## src/rtl/int_mac_array_pe_if.sv

```systemverilog
// Operand/result stream bundle for int_mac_array_pe: operand beats in, accumulated results out.
interface int_mac_array_pe_if #(
  parameter int W_IN_A = 8,
  parameter int W_IN_B = 16,
  parameter int LANES  = 4,
  parameter int W_ACC  = 32
);
  logic                    in_valid;
  logic                    in_ready;
  logic [LANES*W_IN_A-1:0] in_a;
  logic [LANES*W_IN_B-1:0] in_b;
  logic                    out_valid;
  logic                    out_ready;
  logic [W_ACC-1:0]        out_x;
  logic                    out_ovf;

  modport master (output in_valid, in_a, in_b, out_ready,
                  input  in_ready, out_valid, out_x, out_ovf);
  modport slave  (input  in_valid, in_a, in_b, out_ready,
                  output in_ready, out_valid, out_x, out_ovf);
endinterface

```

## src/rtl/int_mac_array_pe.sv

```systemverilog
// Multi-lane integer MAC PE: per-beat dot product over LANES, accumulated over cfg_len beats.
// Optional macro INT_MAC_PE_SAT_EN: saturate the accumulator on overflow instead of wrapping.
module int_mac_lane #(
  parameter int W_IN_A = 8,
  parameter int W_IN_B = 16
) (
  input  logic                     sgn,
  input  logic [W_IN_A-1:0]        a,
  input  logic [W_IN_B-1:0]        b,
  output logic [W_IN_A+W_IN_B-1:0] p
);
  localparam int W_P = W_IN_A + W_IN_B;
  logic [W_P-1:0] a_x, b_x;

  // Low W_P bits of the extended product are exact for both signed and unsigned operands
  always_comb begin
    a_x = {{W_IN_B{sgn & a[W_IN_A-1]}}, a};
    b_x = {{W_IN_A{sgn & b[W_IN_B-1]}}, b};
    p   = a_x * b_x;
  end
endmodule

module int_mac_array_pe #(
  parameter int W_IN_A = 8,
  parameter int W_IN_B = 16,
  parameter int LANES  = 4,
  parameter int W_ACC  = 32,
  parameter int W_LEN  = 16
) (
  input  logic             clk,
  input  logic             rst,
  input  logic             clr,
  input  logic             cfg_signed,
  input  logic [W_LEN-1:0] cfg_len,
  int_mac_array_pe_if.slave bus
);
  localparam int W_P = W_IN_A + W_IN_B;
  localparam int W_E = W_ACC + 1;

  logic                        stall, hs, take, first, last;
  logic                        eff_signed;
  logic [W_LEN-1:0]            eff_len, len_m1;
  logic [W_LEN-1:0]            beat_cnt, len_q;
  logic                        signed_q;

  logic [LANES-1:0][W_P-1:0]   prod_d, prod_q;
  logic                        s1_valid, s1_first, s1_last, s1_signed;

  logic                        s2_fire;
  logic [W_E-1:0]              sum, base, nxt;
  logic                        step_ovf, ovf_nxt;
  logic [W_ACC-1:0]            acc, acc_nxt;
  logic                        ovf_q;

  logic                        out_valid_q, out_ovf_q;
  logic [W_ACC-1:0]            out_x_q;

  assign stall        = out_valid_q & ~bus.out_ready;
  assign bus.in_ready = ~rst & ~stall;
  assign hs           = bus.in_valid & bus.in_ready;
  assign take         = hs & ~clr;

  // The first beat of a block uses live config; later beats use the latched copy
  assign first      = (beat_cnt == '0);
  assign eff_signed = first ? cfg_signed : signed_q;
  assign eff_len    = first ? cfg_len    : len_q;
  assign len_m1     = (eff_len == '0) ? '0 : eff_len - W_LEN'(1);
  assign last       = (beat_cnt == len_m1);

  for (genvar i = 0; i < LANES; i++) begin : g_lane
    int_mac_lane #(.W_IN_A(W_IN_A), .W_IN_B(W_IN_B)) u_lane (
      .sgn (eff_signed),
      .a   (bus.in_a[i*W_IN_A +: W_IN_A]),
      .b   (bus.in_b[i*W_IN_B +: W_IN_B]),
      .p   (prod_d[i])
    );
  end

  always_ff @(posedge clk) begin
    if (rst) begin
      beat_cnt <= '0;
      len_q    <= '0;
      signed_q <= 1'b0;
    end else if (clr) begin
      beat_cnt <= '0;
    end else if (take) begin
      if (first) begin
        len_q    <= cfg_len;
        signed_q <= cfg_signed;
      end
      beat_cnt <= last ? '0 : beat_cnt + W_LEN'(1);
    end
  end

  // S1: registered lane products
  always_ff @(posedge clk) begin
    if (rst) begin
      s1_valid  <= 1'b0;
      s1_first  <= 1'b0;
      s1_last   <= 1'b0;
      s1_signed <= 1'b0;
      prod_q    <= '0;
    end else if (clr) begin
      s1_valid <= 1'b0;
    end else if (!stall) begin
      s1_valid <= take;
      if (take) begin
        prod_q    <= prod_d;
        s1_first  <= first;
        s1_last   <= last;
        s1_signed <= eff_signed;
      end
    end
  end

  // S2: reduce lanes and accumulate at W_ACC+1 bits so overflow is visible
  assign s2_fire = s1_valid & ~stall & ~clr;

  always_comb begin
    sum = '0;
    for (int i = 0; i < LANES; i++)
      sum = sum + {{(W_E-W_P){s1_signed & prod_q[i][W_P-1]}}, prod_q[i]};
    base     = s1_first ? '0 : {s1_signed & acc[W_ACC-1], acc};
    nxt      = base + sum;
    step_ovf = s1_signed ? (nxt[W_ACC] ^ nxt[W_ACC-1]) : nxt[W_ACC];
    ovf_nxt  = (~s1_first & ovf_q) | step_ovf;
    acc_nxt  = nxt[W_ACC-1:0];
`ifdef INT_MAC_PE_SAT_EN
    if (step_ovf) begin
      if (!s1_signed)      acc_nxt = '1;
      else if (nxt[W_ACC]) acc_nxt = {1'b1, {(W_ACC-1){1'b0}}};
      else                 acc_nxt = {1'b0, {(W_ACC-1){1'b1}}};
    end
`else
    // wrap: truncation above already yields the modulo-2^W_ACC value
`endif
  end

  always_ff @(posedge clk) begin
    if (rst) begin
      acc   <= '0;
      ovf_q <= 1'b0;
    end else if (clr) begin
      acc   <= '0;
      ovf_q <= 1'b0;
    end else if (s2_fire) begin
      acc   <= acc_nxt;
      ovf_q <= ovf_nxt;
    end
  end

  // A pending result survives clr; a new result may load on the consuming edge
  always_ff @(posedge clk) begin
    if (rst) begin
      out_valid_q <= 1'b0;
      out_x_q     <= '0;
      out_ovf_q   <= 1'b0;
    end else if (s2_fire && s1_last) begin
      out_valid_q <= 1'b1;
      out_x_q     <= acc_nxt;
      out_ovf_q   <= ovf_nxt;
    end else if (bus.out_ready) begin
      out_valid_q <= 1'b0;
    end
  end

  assign bus.out_valid = out_valid_q;
  assign bus.out_x     = out_x_q;
  assign bus.out_ovf   = out_ovf_q;
endmodule
```

## src/flat_wrapper.sv

```systemverilog
// flat-port wrapper written by rule: the top's interface ports become plain ports
module int_mac_array_pe_flat 
#(
  parameter int W_IN_A = 8,
  parameter int W_IN_B = 16,
  parameter int LANES  = 4,
  parameter int W_ACC  = 32,
  parameter int W_LEN  = 16
)
  (clk, rst, clr, cfg_signed, cfg_len, bus_in_valid, bus_in_a, bus_in_b, bus_out_ready, bus_in_ready, bus_out_valid, bus_out_x, bus_out_ovf);
  int_mac_array_pe_if #(.W_IN_A(W_IN_A), .W_IN_B(W_IN_B), .LANES(LANES), .W_ACC(W_ACC)) bus_i ();
  input  logic clk;
  input  logic rst;
  input  logic clr;
  input  logic cfg_signed;
  input  logic [W_LEN-1:0] cfg_len;
  input wire logic [$bits(bus_i.in_valid)-1:0] bus_in_valid;
  input wire logic [$bits(bus_i.in_a)-1:0] bus_in_a;
  input wire logic [$bits(bus_i.in_b)-1:0] bus_in_b;
  input wire logic [$bits(bus_i.out_ready)-1:0] bus_out_ready;
  output wire logic [$bits(bus_i.in_ready)-1:0] bus_in_ready;
  output wire logic [$bits(bus_i.out_valid)-1:0] bus_out_valid;
  output wire logic [$bits(bus_i.out_x)-1:0] bus_out_x;
  output wire logic [$bits(bus_i.out_ovf)-1:0] bus_out_ovf;
  assign bus_i.in_valid = bus_in_valid;
  assign bus_i.in_a = bus_in_a;
  assign bus_i.in_b = bus_in_b;
  assign bus_i.out_ready = bus_out_ready;
  assign bus_in_ready = bus_i.in_ready;
  assign bus_out_valid = bus_i.out_valid;
  assign bus_out_x = bus_i.out_x;
  assign bus_out_ovf = bus_i.out_ovf;
  int_mac_array_pe #(.W_IN_A(W_IN_A), .W_IN_B(W_IN_B), .LANES(LANES), .W_ACC(W_ACC), .W_LEN(W_LEN)) u_core (.clk(clk), .rst(rst), .clr(clr), .cfg_signed(cfg_signed), .cfg_len(cfg_len), .bus(bus_i));
endmodule
```

## config.mk

```make
export PLATFORM = sky130hd
export DESIGN_NAME = int_mac_array_pe_flat
export DESIGN_NICKNAME = d
export VERILOG_FILES = /design/src/rtl/int_mac_array_pe_if.sv /design/src/rtl/int_mac_array_pe.sv /design/src/flat_wrapper.sv
export SDC_FILE = /design/constraint.sdc
export NUM_CORES = 2
export LEC_CHECK = 0
export CORE_UTILIZATION = 35
export DETAILED_ROUTE_END_ITERATION = 10
export GPL_TIMING_DRIVEN = 0
export PLACE_DENSITY = 0.54
export SLEW_MARGIN = 0
export SYNTH_ARGS = -nofsm -noshare
export SYNTH_HDL_FRONTEND = slang
export SYNTH_HIERARCHICAL = 1
export SYNTH_SLANG_ARGS = --single-unit
```

## constraint.sdc

```tcl
create_clock -name clk -period 14.37 [get_ports clk]
set_input_delay 2.874 -clock clk [delete_from_list [all_inputs] [get_ports clk]]
set_output_delay 2.874 -clock clk [all_outputs]
set_load 0.01 [all_outputs]
```

==> results by group <==
Timing
  • Max Freq: about 0.10 GHz
  • Setup_tns: 0 ns
  • Fin. Hold Viols: 0
  • Fin crit period: between 9 and 10 ns
  • Setup violators final: 0
  • Final Cycle Share: 0.672
  • Worst-Margin Slew: about 0.9 ns
  • Clock skew: approximately 0.012 ns
  • RSZ-0062 raised after global routing: no
  • Normalized max-slew margin: 0.401
  • Pins Over Slew Limit: 0
  • Final hold slack: between 0.4 and 0.5 ns

Drt
  • Post-route ant nets: 0
  • DRT Wirelength: between 80,000 and 90,000 um
  • First DRT Iteration DRCs: ~1,400
  • Average wire per standard cell: 16.4 um
  • Residual DRC: 0
  • Vias: between 20,000 and 30,000
  • TritonRoute pass-1 iters: 5
  • Vias per cell: a little under 5

Clock tree
  • Post-CTS Hold Fix Bufs: 0
  • Htree depth: 4
  • Max clock buf depth: 2
  • TritonCTS clock tree: yes
  • Clk sinks: 200
  • Clock Latency Late Sink: about 0.47 ns
  • CTS buffer count: 17
  • Clk pin slew, worst setup/hold paths: approximately 0.08 ns
  • Root Buffer: clkbuf_16
  • Post CTS Setup Buffer Count: 0
  • Resize count post-CTS: 0

Setup path
  • Worst EP required: approximately 15 ns
  • Reg2reg start: u_core/beat_cnt[0]
  • Slowest stage delay, CP: 0.67 ns
  • Worst reg2reg path endpoint: u_core/prod_q[23]
  • Worst path bufs/invs: 5
  • Crit-path slowest cell: nand2_1
  • Worst-path cell chain: clkdlybuf4s50_1 -> nand2_1 -> nand2_1 -> clkbuf_1 -> nand2_1 -> or2_2 -> fa_1 -> fa_1 -> inv_1 -> fa_1 -> fa_1 -> inv_1 -> fa_1 -> inv_1 -> ha_1 -> o21a_1 -> o31a_1 -> o21ai_2 -> nor3_2 -> a21oi_1 -> xnor2_1 -> nand2_1 -> a21oi_1
  • Arrival time at the worst endpoint: 10.04 ns
  • Largest delay share family, worst path: adder cells
  • Reg2reg path depth: 29
  • R2r setup slk: a little under 6 ns
  • Path type of the worst setup path: in -> reg
  • Crit. End Element: flop
  • Crit-path most repeated cell: fa_1
  • Critical Path Fanout Max: 9
  • Startpoint types: input port

Power and ir drop
  • Peak supply drop: ~100 uV
  • P_sw: approximately 3200 uW
  • Leakage: 0.0163 uW
  • P per Cell Area: about 170 nW/um^2
  • Gate power share: 0.810
  • Sequential power share: 0.110
  • Clock power share: 0.080
  • Int Pwr: slightly below 3000 uW
  • Sw Ratio: 0.521

Yosys
  • Compound-Gate Fraction of Synth Area: 0.110
  • Post-synthesis simple-gate area fraction: 0.205
  • Ys async rst share: 0
  • XOR/XNOR Fraction of Synth Area: 0.0463
  • Post-synthesis instance total: slightly below 4,000
  • Syn_nets: around 4,800
  • Yosys reg bits: 200
  • Synth cell types: 97
  • Post-synthesis adder-cell area fraction: 0.423
  • Warnings from Yosys: 6
  • Synth Area per Inst: between 8 and 9 um^2
  • Register area share after synthesis: 0.123
  • Post-Syn Area: approximately 33,000 um^2
  • Mux contribution to synthesized area: 0.00702
  • Ys flop type: dfxtp_1
  • Post-synth EDFFs: 0
  • Largest family of logic cells by synthesized area: adder cells

Cells and area
  • Most frequent cells in the layout: nand2_1 (632), inv_1 (576), fa_1 (528)
  • Antenna diodes: 0
  • Synthesis-to-layout area growth: 10.2%
  • Commonest non-fill, non-tap cell in the layout: nand2_1
  • # nets final: 4,904
  • Layout cells sized above 1: 0.0262
  • Fin area: 35,900 um^2

Floorplanning
  • Num rows: about 110
  • Die ar.: about 94,000 um^2
  • Initial Util: 0.355
  • Die Ht: between 300 and 400 um
  • Core ar.: 91,900 um^2
  • I/O pins: approximately 150
  • Die width: 307 um

Global route
  • Initial antenna violation count: 0
  • First-pass GRT wire length: 142,000 um
  • Total GRT Usage: 0.188
  • Vias in the first global route: 26,300
  • Largest net degree at the start of global routing: 21
  • Remaining Overflow, GRT: 0

Flow run
  • Max-Cap Viols: 0

Worst hold path
  • Hold Crit Depth: 2
  • Hold_sp: u_core/acc[30]
  • Hold Path Sink: u_core/acc[30]
  • HP Class: reg -> reg

Placed design
  • # port buffers: 116
  • Placed instance area: 35,300 um^2
  • RD Place Congestion: about 0.87
  • Post-DP HPWL: about 72,000 um

Run status
  • Status: complete, no violations
## cells by family after synthesis
family	after synthesis
xor+xnor	169
compound gates	565
flops	200
mux	22
fa+ha+maj	786
simple gates	1386
buf+inv	737
## worst max path at each step
stage / from / end / slack, ns / cells past startpoint
6_report: cfg_signed / u_core/prod_q[23] / 4.71 / 23
5_1_grt: cfg_signed / u_core/prod_q[23] / 4.25 / 23
4_1_cts: cfg_signed / u_core/prod_q[23] / 4.60 / 23
3_5_place_dp: cfg_signed / u_core/prod_q[23] / 4.10 / 23
3_3_place_gp: cfg_signed / u_core/prod_q[23] / 4.16 / 23
2_1_floorplan: cfg_signed / u_core/prod_q[21] / 6.35 / 22
## area by class of cell
| cell class | count | area (um^2) |
|---|---|---|
| clock buffers | 18 | 439 |
| fillers | 9612 | 56000 |
| inverters | 576 | 2160 |
| repair buffers | 116 | 1160 |
| clock inverters | 14 | 159 |
| well taps | 1243 | 1560 |
| multi-input cells | 2928 | 25800 |
| flip-flops and latches | 200 | 4000 |
| plain buffers | 161 | 659 |
## metrics by stage
step                      total power (uW)  worst slack, ns  utilization  instances
after global placement                5700             4.16        0.384       5224
final                                 6150             4.71        0.391       5256
after global routing                  6900             4.25        0.391       5256
after detailed placement              5690             4.10        0.384       5224
after floorplan                       4470             6.35            -       3865
after CTS                             6240             4.60        0.391       5256
## tightest hold or removal path, cell delays in order, from the launching register on
cell	delay, ns
dfxtp_1	0.31
nand2_1	0.05
a21oi_1	0.05
## cell usage after synthesis, types with 7 or more instances
cell / n / share of area
nand2_1: 632 / 0.073
inv_1: 576 / 0.066
fa_1: 528 / 0.32
and2_1: 279 / 0.054
a21oi_1: 268 / 0.041
ha_1: 258 / 0.099
dfxtp_1: 200 / 0.12
nor2_1: 170 / 0.020
clkbuf_1: 144 / 0.017
xnor2_1: 126 / 0.034
o21ai_0: 58 / 0.0089
nand3_1: 54 / 0.0083
a21o_1: 48 / 0.011
nor3_1: 47 / 0.0072
nor2b_1: 45 / 0.0086
xor2_1: 41 / 0.011
and3_1: 32 / 0.0061
a211oi_1: 30 / 0.0069
nand4_1: 23 / 0.0044
o21a_1: 22 / 0.0051
nand2b_1: 20 / 0.0038
mux2i_1: 18 / 0.0055
o21bai_1: 18 / 0.0041
a31oi_1: 16 / 0.0031
or2_2: 14 / 0.0027
o21ai_1: 10 / 0.0015
or2_1: 9 / 0.0017
or3_1: 9 / 0.0017
nor3b_1: 8 / 0.0018
o211ai_1: 8 / 0.0018
nand3b_1: 7 / 0.0016
nor4_1: 7 / 0.0013
## state kept, by name (all words and copies together), names as in the netlist, 16 cells and up
register / flops
u_core/acc: 32
u_core/beat_cnt: 16
u_core/bus.out_x: 32
u_core/len_q: 16
u_core/prod_q: 96
## layer usage
metal  global-route usage  up-vias  wire [um]
met3               0.0172       62       2770
li1                     -    12500          -
met4               0.0360        0       1220
met2                0.312      390      40400
met1                0.266    12700      42000
met5                    0        -          0
## power by group through the flow
stage	sequential, uW	clock [uW]	combinational, uW
4_1_cts	677	507	5060
3_5_place_dp	690	0	5000
3_3_place_gp	687	0	5010
2_1_floorplan	671	0	3800
5_1_grt	685	525	5690
6_report	676	490	4990
(Power assumes the default switching activity.)
